File: config.mk
export PLATFORM = sky130hd
export DESIGN_NAME = hv_wdg_rsp_ctrl
export DESIGN_NICKNAME = d
export VERILOG_FILES = /design/src/rtl/hv_wdg_rsp_ctrl.sv
export SDC_FILE = /design/constraint.sdc
export NUM_CORES = 1
export LEC_CHECK = 0
export CAP_MARGIN = 20
export CORE_ASPECT_RATIO = 0.7
export CORE_UTILIZATION = 51
export DETAILED_ROUTE_END_ITERATION = 10
export PLACE_DENSITY = 0.74
export SKIP_CTS_REPAIR_TIMING = 1
export SYNTH_ARGS = -nofsm -noshare
export SYNTH_HDL_FRONTEND = slang
export SYNTH_SLANG_ARGS = --single-unit
File: constraint.sdc
create_clock -name i_clk -period 2 [get_ports i_clk]
set_input_delay 0.4 -clock i_clk [delete_from_list [all_inputs] [get_ports i_clk]]
set_output_delay 0.4 -clock i_clk [all_outputs]
set_load 0.01 [all_outputs]
File: src/rtl/hv_wdg_rsp_ctrl.sv
// -----------------------------------------------------------------------------
// hv_wdg_rsp_ctrl
//   HV-side watchdog responder. A valid watchdog frame from the LV side, meaning
//   a received frame with no CRC error while enabled, does three things:
//     - It refreshes the timeout counter.
//     - It clears the timeout error.
//     - It clears the consecutive-timeout count.
//   If no response is in flight, the frame also starts an RSP_DLY-cycle
//   turnaround. After the turnaround, a level request is raised to the OWT
//   transmitter until the transmitter acks it.
//   If the LV side stays silent for TMO_TH[cfg] cycles, a timeout is flagged.
//   ERR_CNT_TH back-to-back timeouts latch a sticky fatal error.
//
// Ports
//   i_clk                 rising-edge clock
//   i_rst_n               synchronous active-low reset
//   i_wdg_en              block enable; low for one cycle clears everything
//   i_owt_rx_wdg_req      1-cycle pulse: watchdog frame received
//   i_owt_rx_crc_err      qualifies i_owt_rx_wdg_req: frame has a CRC error
//   i_wdgtmo_config[1:0]  timeout threshold select (TMO_TH0..TMO_TH3)
//   o_wdg_owt_tx_rsp_req  level: ask OWT TX to send the watchdog response
//   i_owt_tx_wdg_rsp_ack  1-cycle pulse: OWT TX accepted the response
//   o_wdg_timeout_err     LV side did not refresh within the threshold
//   o_wdg_fatal_err       sticky: ERR_CNT_TH consecutive timeouts
//   o_wdg_rsp_drop        1-cycle pulse: valid frame while response pending
// -----------------------------------------------------------------------------
module hv_wdg_rsp_ctrl #(
  parameter int WDG_CNT_W  = 16,
  parameter int RSP_DLY    = 8,
  parameter int TMO_TH0    = 1000,
  parameter int TMO_TH1    = 2000,
  parameter int TMO_TH2    = 4000,
  parameter int TMO_TH3    = 8000,
  parameter int ERR_CNT_TH = 3
) (
  input  logic       i_clk,
  input  logic       i_rst_n,
  input  logic       i_wdg_en,
  input  logic       i_owt_rx_wdg_req,
  input  logic       i_owt_rx_crc_err,
  input  logic [1:0] i_wdgtmo_config,
  output logic       o_wdg_owt_tx_rsp_req,
  input  logic       i_owt_tx_wdg_rsp_ack,
  output logic       o_wdg_timeout_err,
  output logic       o_wdg_fatal_err,
  output logic       o_wdg_rsp_drop
);

  localparam int DLY_W = (RSP_DLY > 1) ? $clog2(RSP_DLY) : 1;
  localparam int ERR_W = $clog2(ERR_CNT_TH + 1);
  localparam logic [DLY_W-1:0] DLY_LAST = DLY_W'(RSP_DLY - 1);
  localparam logic [ERR_W-1:0] ERR_MAX  = ERR_W'(ERR_CNT_TH);

  typedef enum logic [1:0] {
    IDLE = 2'd0,
    DLY  = 2'd1,
    REQ  = 2'd2
  } state_t;

  state_t                 r_state;
  state_t                 w_state_nxt;
  logic [DLY_W-1:0]       r_dly_cnt;
  logic [DLY_W-1:0]       w_dly_cnt_nxt;
  logic [WDG_CNT_W-1:0]   r_tmo_cnt;
  logic [WDG_CNT_W-1:0]   w_tmo_last;
  logic [ERR_W-1:0]       r_err_cnt;
  logic                   r_rsp_req;
  logic                   r_tmo_err;
  logic                   r_fatal;
  logic                   r_drop;
  logic                   w_frame;
  logic                   w_tmo_evt;
  logic                   w_busy;

  assign w_frame = i_wdg_en & i_owt_rx_wdg_req & ~i_owt_rx_crc_err;
  assign w_busy  = (r_state != IDLE);

  // Threshold is re-selected every cycle. A count already past a newly
  // lowered threshold just runs on and wraps at the counter width.
  always_comb begin
    w_tmo_last = WDG_CNT_W'(TMO_TH0 - 1);
    case (i_wdgtmo_config)
      2'd1:    w_tmo_last = WDG_CNT_W'(TMO_TH1 - 1);
      2'd2:    w_tmo_last = WDG_CNT_W'(TMO_TH2 - 1);
      2'd3:    w_tmo_last = WDG_CNT_W'(TMO_TH3 - 1);
      default: w_tmo_last = WDG_CNT_W'(TMO_TH0 - 1);
    endcase
  end

  // A frame in the same cycle as the threshold hit takes priority: no event.
  assign w_tmo_evt = i_wdg_en & ~w_frame & (r_tmo_cnt == w_tmo_last);

  // ---------------------------------------------------------------------------
  // Response FSM
  // ---------------------------------------------------------------------------
  always_ff @(posedge i_clk) begin
    if (!i_rst_n) begin
      r_state   <= IDLE;
      r_dly_cnt <= '0;
    end else begin
      r_state   <= w_state_nxt;
      r_dly_cnt <= w_dly_cnt_nxt;
    end
  end

  always_comb begin
    w_state_nxt   = r_state;
    w_dly_cnt_nxt = r_dly_cnt;
    case (r_state)
      IDLE: begin
        if (w_frame) begin
          w_state_nxt   = DLY;
          w_dly_cnt_nxt = '0;
        end
      end
      DLY: begin
        if (r_dly_cnt == DLY_LAST) w_state_nxt = REQ;
        else                       w_dly_cnt_nxt = r_dly_cnt + DLY_W'(1);
      end
      REQ: begin
        if (i_owt_tx_wdg_rsp_ack) w_state_nxt = IDLE;
      end
      default: w_state_nxt = IDLE;
    endcase
    if (!i_wdg_en) begin
      w_state_nxt   = IDLE;
      w_dly_cnt_nxt = '0;
    end
  end

  // ---------------------------------------------------------------------------
  // Registered outputs and timeout tracking
  // ---------------------------------------------------------------------------
  // The request is a registered copy of "state is REQ". It therefore rises
  // one edge after the FSM enters REQ. A frame sampled at edge N raises the
  // request after edge N+RSP_DLY+1. The request also drops one edge after
  // the ack is taken.
  always_ff @(posedge i_clk) begin
    if (!i_rst_n || !i_wdg_en) begin
      r_tmo_cnt <= '0;
      r_err_cnt <= '0;
      r_rsp_req <= 1'b0;
      r_tmo_err <= 1'b0;
      r_fatal   <= 1'b0;
      r_drop    <= 1'b0;
    end else begin
      r_rsp_req <= (r_state == REQ);
      r_drop    <= w_frame & w_busy;

      if (w_frame || w_tmo_evt) r_tmo_cnt <= '0;
      else                      r_tmo_cnt <= r_tmo_cnt + WDG_CNT_W'(1);

      if (w_frame)        r_tmo_err <= 1'b0;
      else if (w_tmo_evt) r_tmo_err <= 1'b1;

      if (w_frame)
        r_err_cnt <= '0;
      else if (w_tmo_evt && (r_err_cnt != ERR_MAX))
        r_err_cnt <= r_err_cnt + ERR_W'(1);

      // Sticky: only reset or disable clears it.
      r_fatal <= r_fatal | (r_err_cnt == ERR_MAX);
    end
  end

  assign o_wdg_owt_tx_rsp_req = r_rsp_req;
  assign o_wdg_timeout_err    = r_tmo_err;
  assign o_wdg_fatal_err      = r_fatal;
  assign o_wdg_rsp_drop       = r_drop;

endmodule

* Word-level counts from Yosys, hierarchy flattened
Index checks and enable logic that the tools add are counted.
** Storage, ports and cells
- Register bits :: 27
- Input port bits :: 8
- Output and inout port bits :: 4
- Word-level logic and storage cells :: 53
** Cells by class
- Add/sub/neg operators :: 3
- Equal/unequal tests :: 13
- Muxes and demuxes :: 8
- Bitwise operators :: 8
- Reductions and logical operators :: 13
** Operator list (count)
- $pmux W13 S3 :: 1
- $add A16 B1 Y16 const B :: 1
- $eq A16 B16 Y1 :: 1
- $ne A2 B2 Y1 const B :: 5
- $eq A2 B2 Y1 const B :: 4
- $mux W2 :: 3
- $mux W3 :: 2
- $pmux W2 S3 :: 1
- $pmux W3 S2 :: 1
- $reduce_and A3 Y1 :: 2
- $and A1 B1 Y1 :: 5
- $eq A2 B1 Y1 const B :: 2
- $reduce_bool A2 Y1 :: 2
- $reduce_or A2 Y1 :: 2
- $add A3 B1 Y3 const B :: 1
- $eq A3 B3 Y1 const B :: 1
- $add A2 B1 Y2 const B :: 1
- $logic_not A1 Y1 :: 2
- $logic_not A2 Y1 :: 1
- $logic_or A1 B1 Y1 :: 2
- $not A1 Y1 :: 2
- $reduce_and A2 Y1 :: 1
- $logic_and A1 B1 Y1 :: 1
- $or A1 B1 Y1 :: 1

* Longest topological paths before layout
- Depth in word-level cells :: 7
- Gate-level depth with buffers :: 7
- Depth with buffers taken out :: 6

* Worst setup path after synthesis
Ideal clock, no wire load.
- Kind :: input -> register
- From :: input i_wdgtmo_config[0]
- To :: register r_tmo_cnt[10]
- Library setup time :: 0.132 ns
- Arrival :: 1.963 ns
- Required time :: 1.868 ns
- Path slack :: -0.095 ns
- Stages :: 7
- Path buffers :: 1
- Cells stage by stage :: inv_1 ha_1 or3_1 a211o_1 nor4_4 buf_6 nor3_1
** On the way
- Longest elaborated chain between the ends :: 6
- Elaborated cells on any way between the ends :: 8
- Those cells by class :: eq/ne: 4; mux: 1; bitwise: 1; reduce/logical: 2
** RTL lines
- from (decl) :: RTL line 41 : input logic [1:0] i_wdgtmo_config,
- $eq A2 B2 Y1 or $eq A2 B1 Y1 (tied branches) :: RTL line 82 : case (i_wdgtmo_config)
- $pmux W13 S3 * :: RTL line 82
- $eq A16 B16 Y1 * :: RTL line 91 : assign w_tmo_evt = i_wdg_en & ~w_frame & (r_tmo_cnt == w_tmo_last);
- $and A1 B1 Y1 * :: RTL line 91
- $logic_or A1 B1 Y1 * :: RTL line 150 : if (w_frame || w_tmo_evt) r_tmo_cnt <= '0;
- $reduce_or A2 Y1 (no source line) *
- to (signal assigned) :: RTL line 151 : else r_tmo_cnt <= r_tmo_cnt + WDG_CNT_W'(1);
- to (decl) :: RTL line 64 : logic [WDG_CNT_W-1:0] r_tmo_cnt;
Every way passes the cells marked *; elsewhere a longest branch is shown, timed or not.
A chain may end at the register's enable or synchronous reset.

* Worst setup path in the final report
- From :: input i_wdgtmo_config[1]
- To :: register r_tmo_cnt[14]
Same word-level chain as after synthesis.

==> run_summary.xml <==
<?xml version="1.0" encoding="UTF-8"?>
<metrics>
  <group name="status">
    <metric name="outcome" unit="">complete, no violations</metric>
  </group>
  <group name="global_route">
    <metric name="global_route_wire_length_before_repair" unit="µm">5290</metric>
    <metric name="gr-usage-met3" unit="">0.0625</metric>
    <metric name="grt_start_max_net_pins" unit="">17</metric>
    <metric name="antenna_found_initial" unit="">0</metric>
    <metric name="global_route.peak_usage_layer" unit="">met2</metric>
    <metric name="met2_usage" unit="">0.375</metric>
    <metric name="gr-usage-all-layers" unit="">0.239</metric>
    <metric name="overflow" unit="">0</metric>
    <metric name="vias_in_the_first_global_route" unit="">1118</metric>
    <metric name="globalRouteMet1Util" unit="">0.328</metric>
  </group>
  <group name="final_layout">
    <metric name="layout.core_utilization" unit="">0.712</metric>
    <metric name="syn2layout_area_growth" unit="%">28.3</metric>
    <metric name="ff_latch_area" unit="µm²">541</metric>
    <metric name="inserted_diodes" unit="">0</metric>
    <metric name="layout.nets" unit="">196</metric>
    <metric name="num-fill-cells" unit="">207</metric>
    <metric name="commonest_cells_after_routing_fill_and_taps_aside" unit="">sky130_fd_sc_hd__dfxtp_1, sky130_fd_sc_hd__nand2_1, sky130_fd_sc_hd__buf_4, sky130_fd_sc_hd__nor2_1, sky130_fd_sc_hd__nor3_2</metric>
    <metric name="layoutNonFillerInstCount" unit="">212</metric>
    <metric name="final_common_cell" unit="">sky130_fd_sc_hd__dfxtp_1</metric>
    <metric name="multiInputGateArea" unit="µm²">928</metric>
    <metric name="layout_cells_sized_above_1" unit="">0.208</metric>
  </group>
  <group name="clock_network">
    <metric name="cts_inserted_buffers" unit="">3</metric>
    <metric name="max_clock_buf_depth" unit="">2</metric>
    <metric name="cts-htree-levels" unit="">1</metric>
    <metric name="worst_skew_pair.late_latency" unit="ns">0.28</metric>
    <metric name="clock_sinks" unit="">27</metric>
    <metric name="cts_tree" unit="">yes</metric>
    <metric name="clockRootBuffer" unit="">sky130_fd_sc_hd__clkbuf_8</metric>
    <metric name="clkSlewWorstSetupHoldPaths" unit="ns">0.10</metric>
  </group>
  <group name="worst_setup_path">
    <metric name="worstPathCellList" unit="">dlymetal6s2s_1 &gt; inv_8 &gt; ha_4 &gt; or3_1 &gt; a211o_1 &gt; nor4_4 &gt; buf_6 &gt; a211oi_1</metric>
    <metric name="worst_path_slowest_cell" unit="">sky130_fd_sc_hd__a211o_1</metric>
    <metric name="timing.critical_path.max_delay_family" unit="">simple AND/OR/NAND/NOR gates</metric>
    <metric name="regToRegStartpoint" unit="">r_tmo_cnt[2]</metric>
    <metric name="critPathArrivalTime" unit="ns">2.07</metric>
    <metric name="setup.worst_path.class" unit="">input port to flip-flop</metric>
    <metric name="category_of_the_worst_setup_path_launch_point" unit="">input port</metric>
    <metric name="setup.reg_to_reg.worst_slack" unit="ns">0.16</metric>
    <metric name="timing.critical_path.fanout_max" unit="">10</metric>
    <metric name="ff2ff_path_depth" unit="">4</metric>
    <metric name="worstReg2RegEnd" unit="">r_tmo_cnt[15]</metric>
    <metric name="critical_path_buf_inv_count" unit="">3</metric>
    <metric name="critical_path.max_stage_delay" unit="ns">0.37</metric>
    <metric name="cp-end-kind" unit="">flip-flop</metric>
    <metric name="worst_ep_required_time" unit="ns">2.16</metric>
  </group>
  <group name="route">
    <metric name="antenna_violation_net_count_after_detailed_routing" unit="">0</metric>
    <metric name="route.final.wire_length" unit="µm">3100</metric>
    <metric name="route.vias.total" unit="">1242</metric>
    <metric name="drt-pass1-iter-count" unit="">4</metric>
    <metric name="route.detailed.drc" unit="">0</metric>
    <metric name="wl_per_cell" unit="µm">14.6</metric>
    <metric name="detailedRoute.firstIterationViolations" unit="">112</metric>
    <metric name="post_drt_via_cell_ratio" unit="">5.86</metric>
  </group>
  <group name="place">
    <metric name="place_congestion" unit="">0.816</metric>
    <metric name="place_hpwl" unit="µm">2360</metric>
    <metric name="dpl.cell_count" unit="">208</metric>
    <metric name="detailedPlace.worstSlack" unit="ns">-0.627</metric>
    <metric name="numPortBuffers" unit="">11</metric>
  </group>
  <group name="flow_run">
    <metric name="drv.max_cap_violation_count" unit="">0</metric>
  </group>
  <group name="die">
    <metric name="floorplan_core_area" unit="µm²">2530</metric>
    <metric name="die_area" unit="µm²">2970</metric>
    <metric name="floorplan.rows" unit="">15</metric>
    <metric name="boundaryPins" unit="">12</metric>
    <metric name="chipHeight" unit="µm">45.9</metric>
    <metric name="initial_core_util" unit="">0.555</metric>
    <metric name="fp.dieW" unit="µm">64.7</metric>
  </group>
  <group name="sta">
    <metric name="relSlewSlack" unit="">0.770</metric>
    <metric name="setup_viol" unit="">0</metric>
    <metric name="clock-skew-final" unit="ns">0.00735</metric>
    <metric name="period_minus_slack" unit="ns">1.91</metric>
    <metric name="final.setup.worst_slack" unit="ns">0.0893</metric>
    <metric name="period_share" unit="">0.955</metric>
    <metric name="report.final.slew_viol_count" unit="">0</metric>
    <metric name="final-hold-violation-count" unit="">0</metric>
    <metric name="worst_pin_slew" unit="ns">0.344</metric>
    <metric name="rsz0062_at_grt" unit="">no</metric>
    <metric name="maxClockFrequency" unit="MHz">523</metric>
  </group>
  <group name="synth">
    <metric name="yosysWarnings" unit="">0</metric>
    <metric name="yosysTopAreaCellShare" unit="">0.385</metric>
    <metric name="synthTopCellsByArea" unit="">sky130_fd_sc_hd__dfxtp_1, sky130_fd_sc_hd__ha_1, sky130_fd_sc_hd__nor3_1, sky130_fd_sc_hd__xnor2_1, sky130_fd_sc_hd__xor2_1</metric>
    <metric name="synth_top_cell_by_area" unit="">sky130_fd_sc_hd__dfxtp_1</metric>
    <metric name="synthCells" unit="">155</metric>
    <metric name="synth_cell_types" unit="">40</metric>
    <metric name="postSynthAreaPerCell" unit="µm²">9.07</metric>
    <metric name="synthesis.area" unit="µm²">1410</metric>
    <metric name="ys_seq_area_frac" unit="">0.385</metric>
    <metric name="synth_nets" unit="">172</metric>
    <metric name="synth.ff_latch_count" unit="">27</metric>
  </group>
  <group name="worst_hold_path">
    <metric name="worst_hold_path.num_cells" unit="">1</metric>
    <metric name="hold_path.class" unit="">flip-flop to flip-flop</metric>
    <metric name="worstHoldEndpoint" unit="">o_wdg_timeout_err</metric>
    <metric name="min_from" unit="">o_wdg_timeout_err</metric>
  </group>
  <group name="power_and_ir_drop">
    <metric name="power_density" unit="nW/µm²">526</metric>
    <metric name="vdd_drop_max" unit="mV">0.266</metric>
    <metric name="power.leakage" unit="µW">0.000636</metric>
    <metric name="fin_total_pwr" unit="µW">949</metric>
  </group>
</metrics>
## layer usage
layer  share of wire  wire length [µm]
met4          0.0074                23
met3           0.043               132
met5               0                 0
met2            0.44              1360
met1            0.51              1580
## logic make-up after synthesis
| group | after synthesis | share of synthesized area |
|---|---|---|
| AOI/OAI and AO/OA | 20 | 0.0962 |
| xor gates and xnor gates | 13 | 0.0810 |
| adders and majority gates | 9 | 0.0801 |
| buffers and inverters | 8 | 0.0294 |
| DFF | 27 | 0.385 |
| muxes | 2 | 0.0142 |
| and+or+nand+nor | 76 | 0.314 |
## worst max path at each step
stage	start	endpoint	slack [ns]	cells past startpoint
after floorplan	i_wdgtmo_config[1]	r_tmo_cnt[10]	0.0004	7
after CTS	i_wdgtmo_config[1]	r_err_cnt[1]	-0.34	7
after global routing	r_tmo_cnt[0]	r_tmo_cnt[15]	0.03	5
after global placement	i_wdgtmo_config[1]	r_err_cnt[1]	-0.54	7
final	i_wdgtmo_config[1]	r_tmo_cnt[14]	0.09	8
after detailed placement	i_wdgtmo_config[1]	r_err_cnt[1]	-0.63	7
## sequential cells by signal (all words and copies together), names as in the netlist
signal and flops:
r_tmo_cnt 16, o_wdg_timeout_err 1, r_state 2, o_wdg_rsp_drop 1, r_err_cnt 2, o_wdg_fatal_err 1, o_wdg_owt_tx_rsp_req 1, r_dly_cnt 3
## through the flow
| step | hold WS, ns | setup TNS (ns) | cell area [µm²] |
|---|---|---|---|
| floorplan | 0.438 | 0 | 1490 |
| global placement | 0.449 | -9.77 | 1710 |
| detailed placement | 0.453 | -10.83 | 1710 |
| CTS | 0.485 | -5.25 | 1760 |
| global route | 0.517 | 0 | 1800 |
| finish | 0.481 | 0 | 1800 |
## synthesized netlist by cell type
master	instances
sky130_fd_sc_hd__a211o_1	1
sky130_fd_sc_hd__a211oi_1	4
sky130_fd_sc_hd__a21oi_1	5
sky130_fd_sc_hd__and3_1	1
sky130_fd_sc_hd__and4_1	3
sky130_fd_sc_hd__buf_2	2
sky130_fd_sc_hd__buf_6	1
sky130_fd_sc_hd__clkbuf_1	2
sky130_fd_sc_hd__clkbuf_2	1
sky130_fd_sc_hd__dfxtp_1	27
sky130_fd_sc_hd__ha_1	9
sky130_fd_sc_hd__inv_1	2
sky130_fd_sc_hd__mux2i_1	2
sky130_fd_sc_hd__nand2_1	13
sky130_fd_sc_hd__nand2b_1	3
sky130_fd_sc_hd__nand3_1	6
sky130_fd_sc_hd__nand3b_1	1
sky130_fd_sc_hd__nand4_1	4
sky130_fd_sc_hd__nand4b_1	1
sky130_fd_sc_hd__nor2_1	11
sky130_fd_sc_hd__nor2b_1	3
sky130_fd_sc_hd__nor3_1	15
sky130_fd_sc_hd__nor3b_1	2
sky130_fd_sc_hd__nor4_1	2
sky130_fd_sc_hd__nor4_2	1
sky130_fd_sc_hd__nor4_4	1
sky130_fd_sc_hd__nor4b_1	1
sky130_fd_sc_hd__nor4bb_1	3
sky130_fd_sc_hd__o211a_1	1
sky130_fd_sc_hd__o211ai_1	2
sky130_fd_sc_hd__o21a_1	1
sky130_fd_sc_hd__o21ai_0	3
sky130_fd_sc_hd__o21bai_1	1
sky130_fd_sc_hd__o31ai_1	1
sky130_fd_sc_hd__o41ai_1	1
sky130_fd_sc_hd__or3_1	3
sky130_fd_sc_hd__or3b_2	1
sky130_fd_sc_hd__or4_1	1
sky130_fd_sc_hd__xnor2_1	7
sky130_fd_sc_hd__xor2_1	6
## worst register-to-register path, cell delays in order, from the launching register on
cell and delay [ns]:
sky130_fd_sc_hd__dfxtp_1 0.45, sky130_fd_sc_hd__and4_1 0.33, sky130_fd_sc_hd__nand3_1 0.23, sky130_fd_sc_hd__or4_1 0.53, sky130_fd_sc_hd__a211oi_1 0.23
## layout make-up
| cell class | instances | share of cell area |
|---|---|---|
| multi-input combinational | 120 | 0.515 |
| sequential | 27 | 0.300 |
| timing repair buffer | 25 | 0.126 |
| tap | 34 | 0.0236 |
| clock buffer | 3 | 0.0229 |
| inverter | 2 | 0.00833 |
| clock inverter | 1 | 0.00416 |
## report_power, final
group          leakage, µW  total (µW)  switching, µW  internal, µW
logic             0.000397        82.7           42.2          40.5
clock network    0.0000217         324            182           142
registers         0.000218         542           2.31           540
(Power assumes the default switching activity.)
==> RTL edit 1, RTL diff (config.mk and constraints unchanged) <==
Register the input `i_wdgtmo_config` before use, without a reset. The logic sees it one clock later. The other inputs are not delayed to match.
--- a/src/rtl/hv_wdg_rsp_ctrl.sv
+++ b/src/rtl/hv_wdg_rsp_ctrl.sv
@@ -59,2 +59,8 @@
 
+  logic [1:0] i_wdgtmo_config_q;
+
+  always_ff @(posedge i_clk) begin
+    i_wdgtmo_config_q <= i_wdgtmo_config;
+  end
+
   state_t                 r_state;
@@ -81,3 +87,3 @@
     w_tmo_last = WDG_CNT_W'(TMO_TH0 - 1);
-    case (i_wdgtmo_config)
+    case (i_wdgtmo_config_q)
       2'd1:    w_tmo_last = WDG_CNT_W'(TMO_TH1 - 1);
Function: same outputs for any inputs over 10 cycles, from zero or initial values; that may be too few to reach the edited logic, so the function may still have changed.
==> RTL edit 1 against the unedited design <==
Routed wire length down 15%. Power is 13% higher. Clock skew down 2.3 ps. Register-to-register slack got worse by 40 ps. Setup slack improved by 32 ps. Non-clock buffer count fell by 10. Global-route usage is 2.8 points lower. Design area is 12% lower. Synthesized area decreased by 4.7%. Sequential cell count grew 2. Critical path depth fell by 1. Sequential power increased by 8.3%. Critical path type is now register to register.
==> RTL edit 1: results <==
metrics = {
    "routing": {
        "vias": 1078,
        "route.detailed.wl_per_inst_um": 13.2,
        "initialDrtViolationCount": 53,
    },
    "yosys": {
        "synthTopCellsByArea": "dfxtp_1 (43%), nor2_1 (7.0%), ha_1 (5.6%), xnor2_1 (5.2%), xor2_1 (3.9%)",
        "yosys.cell_types.count": 32,
        "syn_nets": 158,
        "synth_mux_area_frac": 0,
        "synth_compound_area_frac": 0.0738,
        "synthXorXnorAreaFrac": 0.0916,
        "netlist_top_cells_count": "dfxtp_1 (29), nor2_1 (25), a21oi_1 (8), xnor2_1 (8), nand2_1 (7)",
        "synth_area_per_cell_sq_um": 9.30,
        "seq_area_frac_synth": 0.434,
        "yosys.area_share.adder": 0.0561,
    },
    "clock_network": {
        "cts_buffers": 5,
        "htree_levels": 2,
        "path_clk_slew_ps": 60,
        "clockBufferDepth": 2,
    },
    "setup_path": {
        "worst-path-max-fanout": 16,
        "cp-start-kind": "register",
        "timing.rr.start": "i_wdgtmo_config_q[1]",
        "critPathSlowestCell": "a222oi_1",
        "crit_family": "compound AO/OA/AOI/OAI gates",
    },
    "cells_and_area": {
        "layoutNonFillerInstCount": 199,
        "final_layout_size_suffix_gt1_frac": 0.109,
        "final_nets": 178,
        "fillers": 216,
    },
    "grt": {
        "grt_pass1_wl_mm": 4.42,
        "track_usage": 0.211,
    },
    "power": {
        "p_int_uw": 852,
        "cellLeakagePower_nw": 0.532,
    },
    "min_path": {
        "worstHoldStart": "r_tmo_cnt[0]",
    },
    "sta": {
        "skew_ps": 5.01,
        "worst_pin_slew_ps": 463,
    },
    "placed_design": {
        "hpwl_mm": 1.98,
        "gp_congestion": 0.829,
        "dp_cells": 191,
    },
    "run_status": {
        "status": "finished, final reports clean",
    },
}
[RTL edit 1: cell count changes after synthesis, sizes merged, moves of 3 or more]
cell    change
a211oi      -4
nor2       +17
ha          -3
o21ai       -3
nand2       -6
or3         -3
nor3       -12
a21oi       +3
inv         +3
[RTL edit 1: area by class of cell]
cell class,count,area (sq um),share of cell area
Tap cell,34,42.5,0.0269
Clock buffer,8,80.1,0.0506
Timing Repair Buffer,15,140,0.0885
Inverter,5,18.8,0.0118
Sequential cell,29,581,0.367
Multi-Input combinational cell,108,722,0.456
[RTL edit 1: power groups by stage]
stage          Clock (mW)  Sequential [mW]  Combinational [mW]
6_report            0.443            0.587              0.0466
5_1_grt             0.483            0.587              0.0519
4_1_cts             0.456            0.587              0.0468
3_5_place_dp            0            0.599              0.0465
3_3_place_gp            0            0.599              0.0454
2_1_floorplan           0            0.598              0.0301
[RTL edit 1: metal layers]
| layer | share of wire | track usage | wire [um] | up-vias |
|---|---|---|---|---|
| met5 | 0 | 0 | 0 | - |
| met4 | 0.018 | 0.0955 | 48 | 0 |
| met3 | 0.048 | 0.0606 | 125 | 8 |
| met2 | 0.43 | 0.320 | 1130 | 25 |
| met1 | 0.50 | 0.284 | 1320 | 495 |
| li1 | - | - | - | 550 |
[RTL edit 1: stage by stage]
stage          total power, mW  cell area, sq um
6_report                  1.08              1580
5_1_grt                   1.12              1580
4_1_cts                   1.09              1580
3_5_place_dp             0.646              1500
3_3_place_gp             0.644              1500
2_1_floorplan            0.628              1340
[RTL edit 1: worst paths after layout]
| kind | end | slack [ps] |
|---|---|---|
| worst max-delay path | r_tmo_cnt[7] | 120 |
| worst min-delay path | r_tmo_cnt[0] | 460 |
| worst max register to register | r_tmo_cnt[7] | 120 |
| worst min register to register | r_tmo_cnt[0] | 460 |
==> RTL edit 2, RTL diff (same flow settings) <==
Made on the original files. Change the parameter `WDG_CNT_W` from 16 to 12.
--- a/src/rtl/hv_wdg_rsp_ctrl.sv
+++ b/src/rtl/hv_wdg_rsp_ctrl.sv
@@ -27,3 +27,3 @@
 module hv_wdg_rsp_ctrl #(
-  parameter int WDG_CNT_W  = 16,
+  parameter int WDG_CNT_W  = 12,
   parameter int RSP_DLY    = 8,
Check against the original RTL: same outputs for any inputs over 10 cycles, from zero or initial values; that may be too few to reach the edited logic, so the function may still have changed.
==> RTL edit 2 against the unedited design <==
The flow now finishes with violations (design-rule violations, negative setup slack). Critical path depth decreased by 2. Synthesized area decreased by 21%. Design area decreased by 24%. Sequential cell count decreased by 4. Synthesized cell count decreased by 23%. Core utilization decreased by 0.90 points. Routed wire length decreased by 29%. Power decreased by 23%. Maximum frequency decreased by 7.0%. Setup slack got worse by 140 ps. Register-to-register slack got worse by 190 ps. Critical path type unchanged. Largest power group unchanged.
==> RTL edit 2: results <==
metrics = {
    "run_status": {
        "status": "finished with violations",
        "violations": "design-rule violations, negative setup slack",
    },
    "cells_and_area": {
        "multi_input_area_sq_um": 658,
        "reg.largest.list": "r_tmo_cnt (12), r_dly_cnt (3)",
        "nNonClkBuffers": 21,
        "buf_share": 0.130,
        "nMultiInputCombCells": 91,
        "final-clk-cell-share": 0.0201,
        "layoutNonFillerInstCount": 166,
    },
    "setup_path": {
        "r2r_slack_ps": -30,
        "timing.rr.start": "r_tmo_cnt[4]",
        "crit_end": "r_err_cnt[0]",
        "worst-path-max-fanout": 5,
    },
    "yosys": {
        "syn_nets": 137,
        "synth_cells": 120,
        "yosys.cell_types.count": 33,
    },
    "routing": {
        "drc": 1,
        "first_pass_iters": 7,
        "route.detailed.wl_per_inst_um": 13.2,
    },
    "sta": {
        "skew_ps": 1.99,
        "setup_viol": 1,
        "slew_headroom": 0.749,
        "worst_slack_ps": -55.2,
    },
    "clock_network": {
        "clock_latency_ps": 310,
        "root_buffer": "clkbuf_4",
    },
    "placed_design": {
        "hpwl_mm": 1.67,
    },
    "grt": {
        "track_usage": 0.210,
        "grt_pass1_wl_mm": 3.55,
        "grt_pass1_vias": 826,
    },
    "power": {
        "ir_drop_mv": 0.434,
    },
}
==> RTL edit 2: cell count changes in the layout (fill, tap and decap cells not counted), moves of 4 or more <==
| cell | change |
|---|---|
| nand2_1 | -8 |
| nor2_1 | +13 |
| a211oi_1 | -4 |
| inv_1 | +5 |
| nor3_2 | -10 |
| dfxtp_1 | -5 |
==> RTL edit 2: worst max-delay path: stages <==
cell and delay, ps:
buf_4 130, ha_4 150, or4_4 490, a2111o_1 480, or4_1 500, a21boi_1 150
==> RTL edit 2: cell families after synthesis <==
| logic type | synth area share |
|---|---|
| AOI/OAI and AO/OA | 0.0903 |
| xor gates and xnor gates | 0.103 |
| adders and majority gates | 0.102 |
| buffers and inverters | 0.0214 |
| DFF | 0.415 |
| and+or+nand+nor | 0.269 |
==> RTL edit 2: how the worst min path moves through the flow <==
stage / slack (ps) / from / end
after CTS: 470 / r_tmo_cnt[0] / r_tmo_cnt[0]
after detailed placement: 450 / r_tmo_cnt[0] / r_tmo_cnt[0]
final: 470 / r_tmo_cnt[0] / r_tmo_cnt[0]
after floorplan: 420 / r_tmo_cnt[0] / r_tmo_cnt[0]
after global routing: 490 / r_tmo_cnt[0] / r_tmo_cnt[0]
after global placement: 430 / r_tmo_cnt[0] / r_tmo_cnt[0]
==> RTL edit 2: power breakdown <==
| part | total [mW] | leakage (nW) | internal (mW) | switching (mW) |
|---|---|---|---|---|
| combinational | 0.0595 | 0.313 | 0.0315 | 0.0280 |
| sequential | 0.462 | 0.186 | 0.460 | 0.00215 |
| clock | 0.210 | 0.0177 | 0.0747 | 0.135 |
| total | 0.732 | 0.516 | 0.567 | 0.165 |
==> RTL edit 2: layer usage <==
metal	up-vias	wire (um)	global-route usage
met2	18	1040	0.384
met5	-	0	0
met3	2	95	0.0726
met1	438	1040	0.239
li1	469	-	-
met4	0	14	0.0774
